## config.mk

```make
export PLATFORM = sky130hd
export DESIGN_NAME = jk_excitation_driver
export DESIGN_NICKNAME = d
export VERILOG_FILES = /design/src/rtl/jk_excitation_driver.sv
export SDC_FILE = /design/constraint.sdc
export NUM_CORES = 1
export LEC_CHECK = 0
export CORE_AREA = 2 2 53 105
export DETAILED_ROUTE_END_ITERATION = 6
export DIE_AREA = 0 0 55 107
export PLACE_DENSITY = 0.7
export SKIP_CTS_REPAIR_TIMING = 1
export SLEW_MARGIN = 20
export SYNTH_ARGS = -nofsm -noshare
export SYNTH_HDL_FRONTEND = slang
export SYNTH_SLANG_ARGS = --single-unit
```

## constraint.sdc

```tcl
create_clock -name Clk -period 3.1 [get_ports Clk]
set_input_delay 0.31 -clock Clk [delete_from_list [all_inputs] [get_ports Clk]]
set_output_delay 0.31 -clock Clk [all_outputs]
set_load 0.02 [all_outputs]
```

## src/rtl/jk_excitation_driver.sv

```systemverilog
`default_nettype none
// ============================================================================
// Module      : jk_excitation_driver
// Description : Drives a bank of WIDTH JK storage elements toward a requested
//               target word. It derives per-bit J/K commands from the JK
//               excitation table, then sequences a clock-enable strobe. A
//               shadow copy of the bank's Q is kept, so the bank is never
//               read back.
//
// Ports       : Clk          - system clock, rising edge
//               Rst          - synchronous, active-high reset
//               tgt_valid    - target word offered
//               tgt_ready    - target can be accepted (IDLE, no shadow load)
//               tgt_data     - desired bank state
//               shadow_load  - overwrite the shadow with shadow_data (IDLE)
//               shadow_data  - value for shadow_load
//               J, K         - per-bit drive to the JK bank
//               strobe       - bank clock-enable, PULSE_LEN cycles per update
//               done         - one-cycle pulse when an update completes
//               chg_cnt      - number of bits changed by the last update
//               q_shadow     - tracked bank state
//
// Revision    : 1.0 - initial release
// ============================================================================
module jk_excitation_driver #(
  parameter int WIDTH     = 8,
  parameter int PULSE_LEN = 1,
  parameter int DC_POLICY = 0
) (
  input  logic                       Clk,
  input  logic                       Rst,
  input  logic                       tgt_valid,
  output logic                       tgt_ready,
  input  logic [WIDTH-1:0]           tgt_data,
  input  logic                       shadow_load,
  input  logic [WIDTH-1:0]           shadow_data,
  output logic [WIDTH-1:0]           J,
  output logic [WIDTH-1:0]           K,
  output logic                       strobe,
  output logic                       done,
  output logic [$clog2(WIDTH+1)-1:0] chg_cnt,
  output logic [WIDTH-1:0]           q_shadow
);

  localparam int CW = $clog2(WIDTH+1);

  // A pulse length of zero is meaningless; stretch it to one cycle.
  localparam int         PULSE_EFF    = (PULSE_LEN < 1) ? 1 : PULSE_LEN;
  localparam logic [3:0] PULSE_RELOAD = 4'(PULSE_EFF - 1);

  localparam logic [1:0] IDLE  = 2'd0;
  localparam logic [1:0] SETUP = 2'd1;
  localparam logic [1:0] PULSE = 2'd2;
  localparam logic [1:0] HOLD  = 2'd3;

  logic [1:0]       state;
  logic [WIDTH-1:0] tgt_reg;
  logic [3:0]       pulse_cnt;
  logic             accept;
  logic [WIDTH-1:0] diff;
  logic [WIDTH-1:0] j_next;
  logic [WIDTH-1:0] k_next;
  logic [CW-1:0]    diff_cnt;

  // shadow_load takes priority over a handshake, so ready drops with it.
  assign tgt_ready = (state == IDLE) && !shadow_load && !Rst;
  assign accept    = tgt_valid && tgt_ready;
  assign strobe    = (state == PULSE) && !Rst;
  assign done      = (state == HOLD) && !Rst;

  // Bits that must change. Only these bits get a non-zero J/K command.
  assign diff = q_shadow ^ tgt_data;

  generate
    if (DC_POLICY == 1) begin : g_dc_toggle
      // Use the don't-care fill for toggle: J=K=1 flips the bit either way.
      assign j_next = diff;
      assign k_next = diff;
    end else begin : g_dc_set_reset
      // Use the don't-care fill for explicit set or reset.
      // Set the rising bits and reset the falling bits.
      assign j_next = diff & tgt_data;
      assign k_next = diff & q_shadow;
    end
  endgenerate

  always_comb begin
    diff_cnt = '0;
    for (int i = 0; i < WIDTH; i++) begin
      diff_cnt = diff_cnt + CW'(diff[i]);
    end
  end

  // The J/K vectors and chg_cnt are loaded on the accepting edge.
  // tgt_data at that edge is the value captured into tgt_reg, so the
  // result is the same as computing from tgt_reg. This way the commands
  // are already stable during SETUP, which gives the bank a full setup
  // cycle before the strobe rises.
  always_ff @(posedge Clk) begin
    if (Rst) begin
      state     <= IDLE;
      tgt_reg   <= '0;
      pulse_cnt <= '0;
      J         <= '0;
      K         <= '0;
      chg_cnt   <= '0;
      q_shadow  <= '0;
    end else begin
      case (state)
        IDLE: begin
          if (shadow_load) begin
            q_shadow <= shadow_data;
          end else if (accept) begin
            tgt_reg <= tgt_data;
            J       <= j_next;
            K       <= k_next;
            chg_cnt <= diff_cnt;
            state   <= SETUP;
          end
        end
        SETUP: begin
          pulse_cnt <= PULSE_RELOAD;
          state     <= PULSE;
        end
        PULSE: begin
          if (pulse_cnt == 4'd0) begin
            state <= HOLD;
          end else begin
            pulse_cnt <= pulse_cnt - 4'd1;
          end
        end
        HOLD: begin
          // J/K were held through this cycle for hold time; now release them.
          q_shadow <= tgt_reg;
          J        <= '0;
          K        <= '0;
          state    <= IDLE;
        end
        default: state <= IDLE;
      endcase
    end
  end

endmodule
`default_nettype wire

```

# Word level (Yosys, flattened, before mapping)
# Index checks and enable logic that the tools add are counted.
[classes] eq_ne=8 addsub=8 n_mux=14 reduce_logical=16 bitwise=4
[op_table] cell="$pmux 8 s2" n=3
[op_table] cell="$mux 8" n=5
[op_table] cell="$add 4x1->4" n=4
[op_table] cell="$and 8x8->8" n=2
[op_table] cell="$reduce_and 3->1" n=3
[op_table] cell="$ne 2x2->1 const B" n=4
[op_table] cell="$pmux 2 s4" n=1
[op_table] cell="$pmux 4 s2" n=1
[op_table] cell="$xor 8x8->8" n=1
[op_table] cell="$mux 2" n=3
[op_table] cell="$logic_and 1x1->1" n=5
[op_table] cell="$add 3x1->4" n=1
[op_table] cell="$eq 2x2->1 const B" n=2
[op_table] cell="$logic_not 4->1" n=1
[op_table] cell="$mux 4" n=1
[op_table] cell="$reduce_and 2->1" n=2
[op_table] cell="$reduce_bool 2->1" n=2
[op_table] cell="$sub 4x1->4 const B" n=1
[op_table] cell="$add 2x1->3" n=1
[op_table] cell="$add 1x1->2" n=1
[op_table] cell="$eq 2x1->1 const B" n=1
[op_table] cell="$logic_not 1->1" n=2
[op_table] cell="$logic_not 2->1" n=1
[op_table] cell="$ne 2x1->1 const B" n=1
[op_table] cell="$not 1->1" n=1
[totals] word_cells=57 inputBits=20 ff_bits=42 out_inout_bits=31

# Longest topological paths before layout
[depth] depth_word=8 ltp_mapped=12 mapped_depth_nobuf=12

# Least setup slack after synthesis
# Ideal clock, no wire load.
[synth_timing] path_type="register to register" from="register q_shadow[0]" to="register chg_cnt[1]" arrival_ps=3164 t_required_ps=3014 path_buffers=0 path_stages_with_launch=10 setup_time_ps=86 setup_slack_ps=-150 synth_period_minus_slack_ps=3250 path_cell_list="dfxtp_1 -> ha_1 -> fa_1 -> fa_1 -> fa_1 -> inv_1 -> ha_1 -> inv_1 -> fa_1 -> a211oi_1"
[synth_between] elab_chain_cells=8
[synth_lines] item="start: declaration" line_no="42" text="output logic [WIDTH-1:0] q_shadow"
[synth_lines] item="start signal: assignment" line_no="112" text="q_shadow <= shadow_data;"
[synth_lines] item="start signal: assignment" line_no="134" text="q_shadow <= tgt_reg;"
[synth_lines] item="$xor 8x8->8" line_no="72" text="assign diff = q_shadow ^ tgt_data;"
[synth_lines] item="$add 1x1->2" line_no="90" text="diff_cnt = diff_cnt + CW'(diff[i]);"
[synth_lines] item="$add 2x1->3" line_no="90"
[synth_lines] item="$add 3x1->4" line_no="90"
[synth_lines] item="$add 4x1->4 (4 in series)" line_no="90"
[synth_lines] item="end signal: assignment" line_no="117" text="chg_cnt <= diff_cnt;"
[synth_lines] item="end: declaration" line_no="41" text="output logic [$clog2(WIDTH+1)-1:0] chg_cnt,"
# No other way between the ends.
# A chain may end at the register's enable or synchronous reset.

# Final worst setup path
[layout_timing] from="register q_shadow[1]" to="register chg_cnt[2]"
# Same word-level chain as after synthesis.

==> run summary <==
crit path DAT = 3.39 ns
Synth area leader = dfxtp_1
number of global-route vias before repair = 1812
Post-synth EDFFs = 0
Cell variety after synth = 34
top cells by count, synth = 42 x dfxtp_1, 35 x nand3_1, 30 x a21oi_1
worst vdd ir = 0.000458 V
buffer depth of the longest clock path = 2
power density over the cells = 728 nW/um^2
Hold Crit Class = input pin to flop
multi-input logic area = 1240 sq um
non-filler instance count after layout = 372
Synth Register Bits = 42
Reg area = 847 sq um
total number of vias = 1931
CTS root buf = clkbuf_8
diode count = 0
global-route wire length before repair = 8410 um
fraction of registers with async set/reset = 0%
drt wl/cell = 13.8 um
gr usage total = 19.4%
1st-pass router iterations = 6
WS Path Type = flop to flop
Worst-path clk slew = 0.08 ns
buffer and inverter count on the worst path = 2
post-synth top area share = 37.5%
DP Cell Count = 363
total CTS buffers = 5
Cells after Synth = 258
status = finished with violations
Yosys Warn Count = 0
Die Y = 107 um
Post-DP HPWL = 3740 um
Synth area leaders = dfxtp_1 37%, ha_1 13%, nand3_1 7.8%, a21oi_1 6.7%, inv_1 4.9%
failing checks = negative setup slack
critical path's top delay family = adder cells
ys flop type = dfxtp_1
core box area = 5090 sq um
Sink Count = 42
Worst Setup End Kind = flop
CTS H-tree depth = 2
layout cells sized above 1 = 12.4%
Top Ports = 51
Overflow after GRT = 0
Slew HR = 61.3%
max-slew violation count = 0
count leader, synth = dfxtp_1
Slew @ Worst Pin = 0.581 ns
Clock Skews = 0.00546 ns
Starting Density = 44.1%
CP startpoint kind = flop
largest net degree at the start of global routing = 30
DRT Wirelength = 5140 um
antenna violation net count after detailed routing = 0
TritonCTS clock tree = yes
critical path's largest stage delay = 0.53 ns
Final setup viols = 1
DRC Markers = 0
vias per inst = 5.19
critical-path cell list = ha_4 > fa_1 > fa_1 > fa_1 > inv_1 > ha_2 > inv_2 > fa_2 > xnor2_2 > nand2_1 > a21oi_2
slowest CP cell = fa_1
row cnt = 37
fin crit share = 102%
Clock Latency Late Sink = 0.30 ns
initial antenna violation count = 0
IO buf count = 50
Worst path most repeated cell = fa_1
post-route cell area = 3010 sq um
setup slack after layout = -0.0467 ns
Hold Vio Cnt, Final = 0
syn_nets = 306
Die X = 55 um
Die Area = 5890 sq um
Max Fclk = 0.318 GHz
Final min period = 3.15 ns
CP required = 3.34 ns
Seq/Total Area, Yosys = 37.5%
total leakage power = 1.18 nW
Nets = 362
area post-placement = 2840 sq um
Layout area overhead = 34.2%
Mapped Area = 2240 sq um
unrepaired setup endpoints after global routing = yes
CP max FO = 2
mean post-synth cell area = 8.70 sq um
RePlAce Congestion = 0.764
iteration-0 DRC count of the detailed router = 23
Filler Cell Count = 470
max cap viols = 0
-- layer usage --
metal  wire length [um]  GRT usage [%]  vias up
met3                173           3.06       12
met5                  0              0        -
met2               2790           32.9       45
met4                160           9.93        0
li1                   -              -      980
met1               2020           22.1      894
-- metrics by stage --
step                setup WS (ns)  hold slack [ns]  utilization, %  power, W  TNS [ns]
global placement           -0.583            0.443            55.7   0.00162     -1.51
global route               -0.127            0.450            59.1   0.00237    -0.164
floorplan                  0.0204            0.436               -   0.00135         0
finish                    -0.0467            0.429            59.1   0.00219   -0.0467
detailed placement         -0.618            0.450            55.7   0.00165     -1.61
CTS                        -0.349            0.461            58.0   0.00211    -0.642
-- path summary, 6_finish.rpt --
kind	startpoint	end	slack [ns]	cells past startpoint
hold reg to reg	tgt_reg[7]$_SDFFE_PP0P_	tgt_reg[7]$_SDFFE_PP0P_	0.46	2
setup reg to reg	q_shadow[1]$_SDFFE_PP0P_	chg_cnt[2]$_SDFFE_PP0P_	-0.05	11
setup / recovery	q_shadow[1]$_SDFFE_PP0P_	chg_cnt[2]$_SDFFE_PP0P_	-0.05	11
hold / removal	tgt_data[3]	tgt_reg[3]$_SDFFE_PP0P_	0.43	4
-- logic make-up after synthesis --
family | Yosys count | share of synthesized area [%]
buf+inv | 47 | 9.54
mux | 10 | 4.68
simple gates | 82 | 18.0
flops | 42 | 37.5
compound gates | 48 | 13.0
fa+ha+maj | 28 | 17.0
xor+xnor | 1 | 0.390
-- placed cells by master, fill, tap and decap left out, drive strengths merged, types with 2 or more instances in the layout --
cell,netlist,final
clkdlybuf4s50,0,47
nor2,12,12
inv,29,29
o211ai,2,2
fa,4,4
clkbuf,6,6
nand3,35,35
dlymetal6s2s,0,3
dfxtp,42,42
o21ai,2,2
a211oi,9,9
buf,11,16
ha,24,24
nand2b,3,3
a21oi,31,31
mux2i,9,9
nor3b,2,2
nand2,23,23
-- power breakdown --
group | internal, W | leakage [nW] | switching (W)
Sequential | 0.000613 | 0.343 | 0.0000608
Combinational | 0.000525 | 0.782 | 0.000544
Clock | 0.000258 | 0.0573 | 0.000191
Total | 0.00140 | 1.18 | 0.000796
-- final cells by class --
type / instances / share of cell area (%)
Multi-Input combinational cell: 169 / 41.1
Sequential cell: 42 / 28.1
Timing Repair Buffer: 66 / 20.9
Inverter: 30 / 3.74
Clock buffer: 6 / 2.74
Tap cell: 58 / 2.41
Clock inverter: 1 / 0.997
-- worst reg2reg max path, delay by kind of cell, from the launching register on --
kind / cells / cell delay, ns
compound gates: 1 / 0.13
fa+ha+maj: 6 / 2.24
flops: 1 / 0.36
buf+inv: 2 / 0.11
simple gates: 1 / 0.08
xor+xnor: 1 / 0.16
Power figures use the tool's default switching activity.
==> edit: new RTL, same settings <==
Change the parameter `WIDTH` from 8 to 4.
--- a/src/rtl/jk_excitation_driver.sv
+++ b/src/rtl/jk_excitation_driver.sv
@@ -23,7 +23,7 @@
 // Revision    : 1.0 - initial release
 // ============================================================================
 module jk_excitation_driver #(
-  parameter int WIDTH     = 8,
+  parameter int WIDTH     = 4,
   parameter int PULSE_LEN = 1,
   parameter int DC_POLICY = 0
 ) (
Ports: changed (6 resized); port bits go from 51 to 30. The function was not compared with the original's and may differ.
==> edit against the unedited design <==
Critical path depth shrank 7. Largest power group unchanged. Area after synthesis shrank 40%. Sequential power shrank 40%. Sequential cell count shrank 17. Synthesized cell count shrank 39%. Setup slack gained 0.63 ns. Design area shrank 43%. Routed wire length shrank 37%. Clock skew shrank 0.0024 ns. Power shrank 52%.
==> edit: results (changes against the unedited design) <==
| Metric | Value |
|---|---|
| Post-synthesis sequential area ratio | 37.3% (was 37.5%) |
| Top cells by area, synth | dfxtp_1, ha_1, a21oi_1, nand3_1, inv_1 (was dfxtp_1, ha_1, nand3_1, a21oi_1, inv_1) |
| RR Endpoint | chg_cnt[1]$_SDFFE_PP0P_ (was chg_cnt[2]$_SDFFE_PP0P_) |
| Status | complete, no violations (was finished, violations left) |
| CP max stage cell | clkdlybuf4s50_1 (was fa_1) |
| First-pass GRT wire length | 5580 um (was 8410 um) |
| Worst Setup EP | done (was chg_cnt[2]$_SDFFE_PP0P_) |
| Hold path depth | 2 (was 4) |
| WL met3 | 166 um (was 173 um) |
| Adder-Cell Fraction of Synth Area | 16.4% (was 17.0%) |
| Largest net degree at the start of global routing | 20 (was 30) |
| Hold slack | 0.462 ns (was 0.429 ns) |
| Avg Vias per Cell | 4.89 (was 5.19) |
| Hold crit path type | flop to flop (was input port to flop) |
| Met2 wire length | 1830 um (was 2790 um) |
| Reg2Reg Setup Slack | 1.15 ns (was -0.05 ns) |
| Syn nets | 186 (was 306) |
| Reg2Reg Depth | 7 (was 11) |
| Leak | 0.632 nW (was 1.18 nW) |
| TritonCTS Buffers | 3 (was 5) |
| CP max stage delay | 0.64 ns (was 0.53 ns) |
| H-tree depth | 1 (was 2) |
| Post-synthesis compound-gate area fraction | 13.6% (was 13.0%) |
| Fraction of final layout cells sized beyond drive strength 1 | 2.73% (was 12.4%) |
| Number of distinct library cells after synthesis | 29 (was 34) |
| Clock latency on the worst-skew pair | 0.27 ns (was 0.30 ns) |
| Worst-Margin Slew | 0.711 ns (was 0.581 ns) |
| Final #Nets | 213 (was 362) |
| GRT met1 Usage | 13.8% (was 22.1%) |
| GPL Wtd Cong | 0.770 (was 0.764) |
| CP Max Fanout | 9 (was 2) |
==> edit: cell count changes after synthesis, sizes merged, moves of 5 or more <==
cell,unedited run,this run
nor2,12,7
buf,11,4
nand3,35,17
nand2,23,14
inv,29,16
ha,24,16
dfxtp,42,25
a21oi,31,19
==> edit: area by class of cell <==
type,instances,area [um^2],share of cell area (%)
multi-input combinational,107,743,43.1
inverter,17,63.8,3.70
clock buffer,4,45.0,2.61
timing repair buffer,30,298,17.3
tap,58,72.6,4.21
sequential,25,500,29.0
==> edit: power by group <==
| group | switching, mW | internal [mW] | leakage [nW] |
|---|---|---|---|
| clock network | 0.102 | 0.0921 | 0.0228 |
| registers | 0.0407 | 0.364 | 0.203 |
| logic | 0.247 | 0.197 | 0.406 |
| total | 0.390 | 0.653 | 0.632 |
==> edit: critical path, delay by kind of cell, from the launching register on <==
kind / cells / cell delay [ns]
buffers and inverters: 2 / 0.95
flip-flops: 1 / 0.38
adder cells (fa/ha/maj): 1 / 0.38
AND/OR/NAND/NOR: 1 / 0.22
